==> src/rtl/paddle_draw.sv <==
// Paddle renderer: erases the paddle at its last drawn centre, then draws it at
// the requested centre, one pixel write per clock towards the VGA adapter.
module paddle_draw #(
  parameter int unsigned HALF_W     = 8,
  parameter int unsigned H          = 2,
  parameter int unsigned Y_ROW      = 110,
  parameter int unsigned SCREEN_W   = 160,
  parameter int unsigned RESET_X    = 70,
  parameter logic [2:0]  PADDLE_COL = 3'b111,
  parameter logic [2:0]  BG_COL     = 3'b000
) (
  input  logic       clk,
  input  logic       reset,
  input  logic [7:0] x_in,
  input  logic       start,
  output logic       busy,
  output logic       done,
  output logic [7:0] vga_x,
  output logic [6:0] vga_y,
  output logic [2:0] colour,
  output logic       plot
);

  localparam int unsigned NCols = 2 * HALF_W + 1;
  localparam int unsigned ColW  = (NCols > 1) ? $clog2(NCols) : 1;
  localparam int unsigned RowW  = (H > 1) ? $clog2(H) : 1;

  localparam logic [ColW-1:0] ColLast = ColW'(NCols - 1);
  localparam logic [RowW-1:0] RowLast = RowW'(H - 1);

  typedef enum logic [1:0] {StIdle, StErase, StDraw, StDone} state_e;

  state_e          state_q, state_d;
  logic [7:0]      old_x_q, old_x_d;
  logic [7:0]      new_x_q, new_x_d;
  logic [ColW-1:0] col_q, col_d;
  logic [RowW-1:0] row_q, row_d;

  logic       busy_d, done_d, plot_d;
  logic [7:0] vga_x_d;
  logic [6:0] vga_y_d;
  logic [2:0] colour_d;

  logic [7:0] centre;
  logic [8:0] s;
  logic [8:0] x_off;
  logic       in_view;
  logic       last_pix;

  // State, position and sweep counter registers.
  always_ff @(posedge clk or posedge reset) begin
    if (reset) begin
      state_q <= StIdle;
      old_x_q <= 8'(RESET_X);
      new_x_q <= 8'(RESET_X);
      col_q   <= '0;
      row_q   <= '0;
    end else begin
      state_q <= state_d;
      old_x_q <= old_x_d;
      new_x_q <= new_x_d;
      col_q   <= col_d;
      row_q   <= row_d;
    end
  end

  // Next-state logic: accept requests in idle and walk the row-major sweep.
  always_comb begin
    state_d  = state_q;
    old_x_d  = old_x_q;
    new_x_d  = new_x_q;
    col_d    = col_q;
    row_d    = row_q;
    last_pix = (col_q == ColLast) && (row_q == RowLast);
    unique case (state_q)
      StIdle: begin
        if (start) begin
          new_x_d = x_in;
          col_d   = '0;
          row_d   = '0;
          state_d = (x_in != old_x_q) ? StErase : StDraw;
        end
      end
      StErase, StDraw: begin
        if (last_pix) begin
          col_d = '0;
          row_d = '0;
          if (state_q == StErase) begin
            state_d = StDraw;
          end else begin
            old_x_d = new_x_q;
            state_d = StDone;
          end
        end else if (col_q == ColLast) begin
          col_d = '0;
          row_d = row_q + 1'b1;
        end else begin
          col_d = col_q + 1'b1;
        end
      end
      StDone: begin
        state_d = StIdle;
      end
      default: begin
        state_d = StIdle;
      end
    endcase
  end

  // Output decode from next-state values so the registered outputs line up with the state.
  always_comb begin
    centre   = (state_d == StErase) ? old_x_q : new_x_d;
    s        = {1'b0, centre} + 9'(col_d);
    x_off    = s - 9'(HALF_W);
    // Clipped pixels still occupy their cycle; only the strobe is suppressed.
    in_view  = (s >= 9'(HALF_W)) && (x_off < 9'(SCREEN_W));
    busy_d   = 1'b0;
    plot_d   = 1'b0;
    vga_x_d  = '0;
    vga_y_d  = '0;
    colour_d = '0;
    done_d   = (state_d == StDone);
    if (state_d == StErase || state_d == StDraw) begin
      busy_d   = 1'b1;
      plot_d   = in_view;
      vga_x_d  = x_off[7:0];
      vga_y_d  = 7'(Y_ROW) + 7'(row_d);
      colour_d = (state_d == StErase) ? BG_COL : PADDLE_COL;
    end
  end

  // Registered outputs.
  always_ff @(posedge clk or posedge reset) begin
    if (reset) begin
      busy   <= 1'b0;
      done   <= 1'b0;
      plot   <= 1'b0;
      vga_x  <= '0;
      vga_y  <= '0;
      colour <= '0;
    end else begin
      busy   <= busy_d;
      done   <= done_d;
      plot   <= plot_d;
      vga_x  <= vga_x_d;
      vga_y  <= vga_y_d;
      colour <= colour_d;
    end
  end

endmodule

==> config.mk <==
export PLATFORM = sky130hd
export DESIGN_NAME = paddle_draw
export DESIGN_NICKNAME = d
export VERILOG_FILES = /design/src/rtl/paddle_draw.sv
export SDC_FILE = /design/constraint.sdc
export NUM_CORES = 1
export LEC_CHECK = 0
export ABC_CLOCK_PERIOD_IN_PS = 13600
export CAP_MARGIN = 10
export CORE_MARGIN = 4
export CORE_UTILIZATION = 60
export DETAILED_ROUTE_END_ITERATION = 10
export DONT_BUFFER_PORTS = 1
export PLACE_DENSITY = 0.87
export SETUP_SLACK_MARGIN = 0.05
export SLEW_MARGIN = 20
export SYNTH_ARGS = -nofsm -noshare
export SYNTH_HDL_FRONTEND = slang
export SYNTH_SLANG_ARGS = --single-unit
==> constraint.sdc <==
create_clock -name clk -period 13.6 [get_ports clk]
set_input_delay 2.72 -clock clk [delete_from_list [all_inputs] [get_ports clk]]
set_output_delay 2.72 -clock clk [all_outputs]
set_load 0.1 [all_outputs]
==> qor.yml, run 1 <==
placement:
  hpwl_mm: 3.55
  dpl_cell_area_mm2: 0.00241
  place_inst: 253
  port_buffers: 0
  place_congestion: 0.920
worst_setup_path:
  crit_top_cell: "ha_1"
  path_class: "primary input to register"
  critPathCaptureType: "register"
  critPathMaxFanout: 14
  slowest_delay_ns: 0.50
  worstPathCellList: "nand2_2, o21ai_0, o221a_2, inv_1, ha_1, mux2_2, ha_1, fa_1, nand3_1, a21oi_1, or2_2, ha_1, nand2_1, nor4_1, and3_1, a211oi_2, xnor2_2, a21oi_2, a211oi_2"
  cp-start-kind: "primary input"
  arrival_ns: 6.97
  crit_required_ns: 13.80
  cpMaxStageDelayCell: "ha_1"
die:
  design.portCount: 32
  design.core.area_mm2: 0.00374
  die_y_um: 71.0
  dieArea_mm2: 0.00504
  die_w_um: 71.0
  initial_core_util: 0.635
  rows: 22
layout:
  final_layout_size_suffix_gt1_frac: 0.277
  final_cells: 261
  final_nets: 241
  fillCellCount: 282
  synthToLayoutAreaGrowth_pct: 4.63
  fin_area_mm2: 0.00249
  final_common_cell: "dfrtp_1"
  register_area_um2: 938
  final_cell_mix: "dfrtp_1, mux2_2, ha_1"
  antenna_cells: 0
  multi_input_area_mm2: 0.00131
timing:
  skew_ns: 0.00442
  hold_viol: 0
  drv_slew: 0
  worst_pin_slew_ns: 0.880
  setup_violations: 0
  timing.final.crit_share: 0.498
  slew_headroom: 0.414
  fin_crit_ns: 6.78
  rsz0062_at_grt: "no"
  tns_ns: 0
  fmax_mhz: 148
synthesis:
  ys_warn_count: 0
  yosysSeqAreaShare: 0.392
  postSynthCellCount: 213
  async_reset_ff_frac: 1.00
  synth_enable_flop_cells: 0
  synth.avg_cell_area_um2: 11.2
  synth_top_flop_cell: "dfrtp_1"
  synth.distinct_cells: 57
  ys_ff_latch: 37
  syn-num-nets: 242
  netlist_area_mm2: 0.00238
clocking:
  cts.path.max_buffers: 2
  clk_latency_ns: 0.29
  post_cts_resized: 0
  cts_sinks: 37
  root_buffer: "clkbuf_8"
  post_cts_buffers: 0
  cts_tree: "done"
  ctsHoldBuffers: 0
  clkTransAtPathRegs_ns: 0.07
  cts_buffers: 5
  h-tree-depth: 2
global_route:
  grt_max_degree: 38
  grt_pass1_vias: 1695
  use_met3: 0.0526
  grt_usage: 0.209
  grt_overflow: 0
  grt_pass1_wl_mm: 8.29
  use_met2: 0.355
  antenna_found_initial: 0
  gr-max-usage-layer: "met2"
  use_met1: 0.264
drt:
  wire_per_inst_um: 18.6
  ant_nets: 0
  first_iter_violations: 151
  wl_mm: 4.85
  viasPerCell: 6.05
  drc: 0
  via_count: 1579
  dr.pass1.iters: 4
min_path:
  holdCritPathClass: "register to register"
run_status:
  status: "finished, final reports clean"
pwr:
  powerDensity_mw_per_mm2: 75.8
  power_leakage_nw: 1.16
  vdd_drop_max_mv: 0.0415
job:
  maxCapViolations: 0
Yosys cell counts (3+ instances only):
cell	n	area [µm²]
dfrtp_1	31	776
inv_1	14	52.6
mux2_2	21	236
xor2_1	7	61.3
xnor2_1	9	78.8
buf_4	8	60.1
dfstp_2	6	158
a211oi_2	3	37.5
ha_1	17	213
nand3_1	5	25.0
a21oi_1	6	30.0
nor2_1	13	48.8
o21ai_0	10	50.1
nor2b_1	7	43.8
or2_2	3	18.8
a21o_1	3	22.5
nand2_1	5	18.8
final timing paths:
| path | from | to | slack (ns) | depth (start not counted) |
|---|---|---|---|---|
| max in group asynchronous | reset | vga_y[5]$_DFF_PP0_ | 10.81 | 2 |
| min reg2reg | new_x_q[0]$_DFF_PP0_ | old_x_q[0]$_DFFE_PP0P_ | 0.52 | 1 |
| max reg2reg | col_q[0]$_DFF_PP0_ | plot$_DFF_PP0_ | 8.07 | 23 |
| max | start | plot$_DFF_PP0_ | 6.82 | 19 |
| min | new_x_q[0]$_DFF_PP0_ | old_x_q[0]$_DFFE_PP0P_ | 0.52 | 1 |
| min in group asynchronous | reset | old_x_q[7]$_DFFE_PP0P_ | 2.43 | 2 |
area by class of cell:
| cell class | count | area share |
|---|---|---|
| multi-input cells | 151 | 0.527 |
| clock buffers | 6 | 0.0292 |
| repair buffers | 3 | 0.0171 |
| well taps | 48 | 0.0241 |
| flip-flops and latches | 37 | 0.377 |
| clock inverters | 2 | 0.00402 |
| inverters | 14 | 0.0211 |
flip-flops by register name (all words and copies together), names as in the netlist, 2 cells and up:
register and cells:
new_x_q 8, old_x_q 8, vga_x 8, col_q 5
state_q 2, vga_y 2
where the power goes:
group          internal [mW]  switching, mW  total [mW]
sequential             0.110              0       0.110
clock                 0.0355         0.0386      0.0741
combinational       0.000886        0.00372     0.00461
routing by layer:
layer	vias to the layer above	part of all wire
li1	742	-
met1	787	0.43
met2	43	0.50
met3	7	0.049
met4	0	0.014
met5	-	0
critical path: cells and delay by family:
family	cells	cell delay (ns)
fa+ha+maj	4	1.44
compound gates	6	1.11
simple gates	6	1.09
mux	1	0.40
xor+xnor	1	0.16
buf+inv	1	0.06
cells by family after synthesis:
| logic type | after synthesis | synth area share |
|---|---|---|
| buffers and inverters | 25 | 0.0558 |
| adder cells (fa/ha/maj) | 18 | 0.0978 |
| multiplexers | 22 | 0.104 |
| flip-flops | 37 | 0.392 |
| other | 1 | 0.00158 |
| AO/OA/AOI/OAI | 42 | 0.159 |
| AND/OR/NAND/NOR | 50 | 0.117 |
| XOR/XNOR | 18 | 0.0726 |
per-stage QoR:
step / hold WS [ns] / utilization / total power, mW / setup slack (ns)
5_1_grt: 0.536 / 0.665 / 0.197 / 6.59
3_5_place_dp: 0.494 / 0.643 / 0.117 / 6.54
6_report: 0.518 / 0.665 / 0.189 / 6.82
4_1_cts: 0.519 / 0.665 / 0.191 / 6.87
3_3_place_gp: 0.484 / 0.643 / 0.117 / 6.71
2_1_floorplan: 0.471 / - / 0.116 / 7.00
(Power assumes the default switching activity.)
==> run 2, diff against run 1 <==
ABC_CLOCK_PERIOD_IN_PS = 6700   (was 13600)
clock period = 6.7 ns   (was 13.6 ns; I/O delays follow)
==> run 2 against run 1 <==
  * Largest power group unchanged
  * Cell count did not move
  * Die area did not move
  * Register-to-register slack got worse by 6.8 ns
  * Clock power rose by 100%
  * Count of clock-buffer cells in the layout did not move
  * Critical endpoint unchanged
  * Critical path depth rose by 4
  * Worst setup slack got worse by 5.6 ns
  * Routed wire length fell by 4.0%
  * Global-route usage fell by 0.31 points
==> qor.yml, run 2 (same netlist as run 1, synthesis figures left out) <==
clocking:
  root_buffer: "clkbuf_8"
  cts_tree: "done"
  h-tree-depth: 2
  post_cts_resized: 0
  cts_sinks: 37
  cts.path.max_buffers: 2
  ctsHoldBuffers: 0
  clk_latency_ns: 0.30
  cts_buffers: 5
  clkTransAtPathRegs_ns: 0.07
  post_cts_buffers: 0
timing:
  slew_headroom: 0.412
  fmax_mhz: 183
  setup_violations: 0
  worst_pin_slew_ns: 0.882
  layout_setup_ws_ns: 1.25
  timing.final.crit_share: 0.814
  drv_slew: 0
  skew_ns: 0.00523
  tns_ns: 0
  hold_viol: 0
  rsz0062_at_grt: "no"
  fin_crit_ns: 5.45
job:
  maxCapViolations: 0
drt:
  wl_mm: 4.66
  via_count: 1558
  first_iter_violations: 121
  drc: 0
  ant_nets: 0
  viasPerCell: 5.97
  wire_per_inst_um: 17.8
  dr.pass1.iters: 4
placement:
  place_congestion: 0.913
  dpl_worst_slack_ns: 1.03
  port_buffers: 0
  hpwl_mm: 3.53
die:
  die_y_um: 71.0
  rows: 22
  die_w_um: 71.0
  dieArea_mm2: 0.00504
  initial_core_util: 0.635
  design.portCount: 32
  design.core.area_mm2: 0.00374
layout:
  final_common_cell: "dfrtp_1"
  synthToLayoutAreaGrowth_pct: 4.63
  final_layout_size_suffix_gt1_frac: 0.277
  antenna_cells: 0
  final_nets: 241
  reg_top3: "new_x_q x8, old_x_q x8, vga_x x8"
  final_cell_mix: "dfrtp_1, mux2_2, ha_1"
  utilization: 0.665
min_path:
  holdCritPathClass: "register to register"
  holdCritStartpoint: "new_x_q[0]$_DFF_PP0_"
  hold_path_depth: 1
global_route:
  grt_pass1_vias: 1677
  antenna_found_initial: 0
  grt_pass1_wl_mm: 8.15
  grt_max_degree: 38
  grt_usage: 0.206
  grt_overflow: 0
pwr:
  power_leakage_nw: 1.16
  vdd_drop_max_mv: 0.137
  powerDensity_mw_per_mm2: 154
worst_setup_path:
  arrival_ns: 5.66
  crit_required_ns: 6.91
  ff2ff_path_depth: 23
  critPathCaptureType: "register"
  timing.rr.start: "col_q[0]$_DFF_PP0_"
  slowest_delay_ns: 0.54
  critPathMaxFanout: 13
  cpMaxStageDelayCell: "ha_1"
  crit_start: "col_q[0]$_DFF_PP0_"
  worstPathCellList: "inv_1, ha_1, nand2_1, nor3_1, ha_1, nand3b_1, o211a_1, inv_1, ha_1, mux2_2, ha_1, fa_1, nand3_1, a21oi_1, or2_2, ha_1, nand2_1, nor4_1, and3_1, a211oi_2, xnor2_2, a21oi_2, a211oi_2"
  cp-start-kind: "register"
  path_class: "register to register"
  crit_top_cell: "ha_1"
run_status:
  status: "finished, final reports clean"
[run 2: critical path: cells and delay by family (launching register included)]
kind                       cells  cell delay (ns)
AOI/OAI and AO/OA              5             0.98
xor gates and xnor gates       1             0.16
adders and majority gates      6             1.80
buffers and inverters          2             0.19
DFF                            1             0.43
muxes                          1             0.42
and+or+nand+nor                8             1.40
[run 2: worst paths after layout]
kind                                          end  slack (ns)
min in group asynchronous    new_x_q[7]$_DFF_PP0_        1.03
setup reg to reg                   plot$_DFF_PP0_        1.25
max in group asynchronous      vga_y[5]$_DFF_PP0_        5.31
hold reg to reg            old_x_q[0]$_DFFE_PP0P_        0.51
hold / removal             old_x_q[0]$_DFFE_PP0P_        0.51
setup / recovery                   plot$_DFF_PP0_        1.25
[run 2: area by class of cell]
type                       count  area (µm²)
inverter                      14        52.6
timing repair buffer           3        42.5
clock inverter                 2        10.0
tap                           48        60.1
sequential                    37         938
fill                         272        1250
multi-input combinational    151        1310
clock buffer                   6        72.6
[run 2: metrics by stage]
step	cell area [µm²]	std cells	power [mW]	hold slack [ns]
after floorplan	2380	213	0.236	0.471
final	2490	261	0.383	0.510
after global placement	2410	253	0.237	0.484
after global routing	2490	261	0.400	0.518
after detailed placement	2410	253	0.237	0.490
after CTS	2490	261	0.389	0.505
[run 2: routing by layer]
| metal | GRT usage | wire length (µm) | vias up |
|---|---|---|---|
| li1 | - | - | 736 |
| met1 | 0.268 | 2090 | 770 |
| met2 | 0.318 | 2210 | 39 |
| met3 | 0.0597 | 227 | 13 |
| met4 | 0.0939 | 128 | 0 |
| met5 | 0 | 0 | - |
[run 2: where the power goes]
part | leakage (nW) | total, mW | switching [mW] | internal [mW]
Sequential | 0.460 | 0.223 | 0 | 0.223
Clock | 0.0450 | 0.151 | 0.0786 | 0.0720
Combinational | 0.656 | 0.00939 | 0.00759 | 0.00180
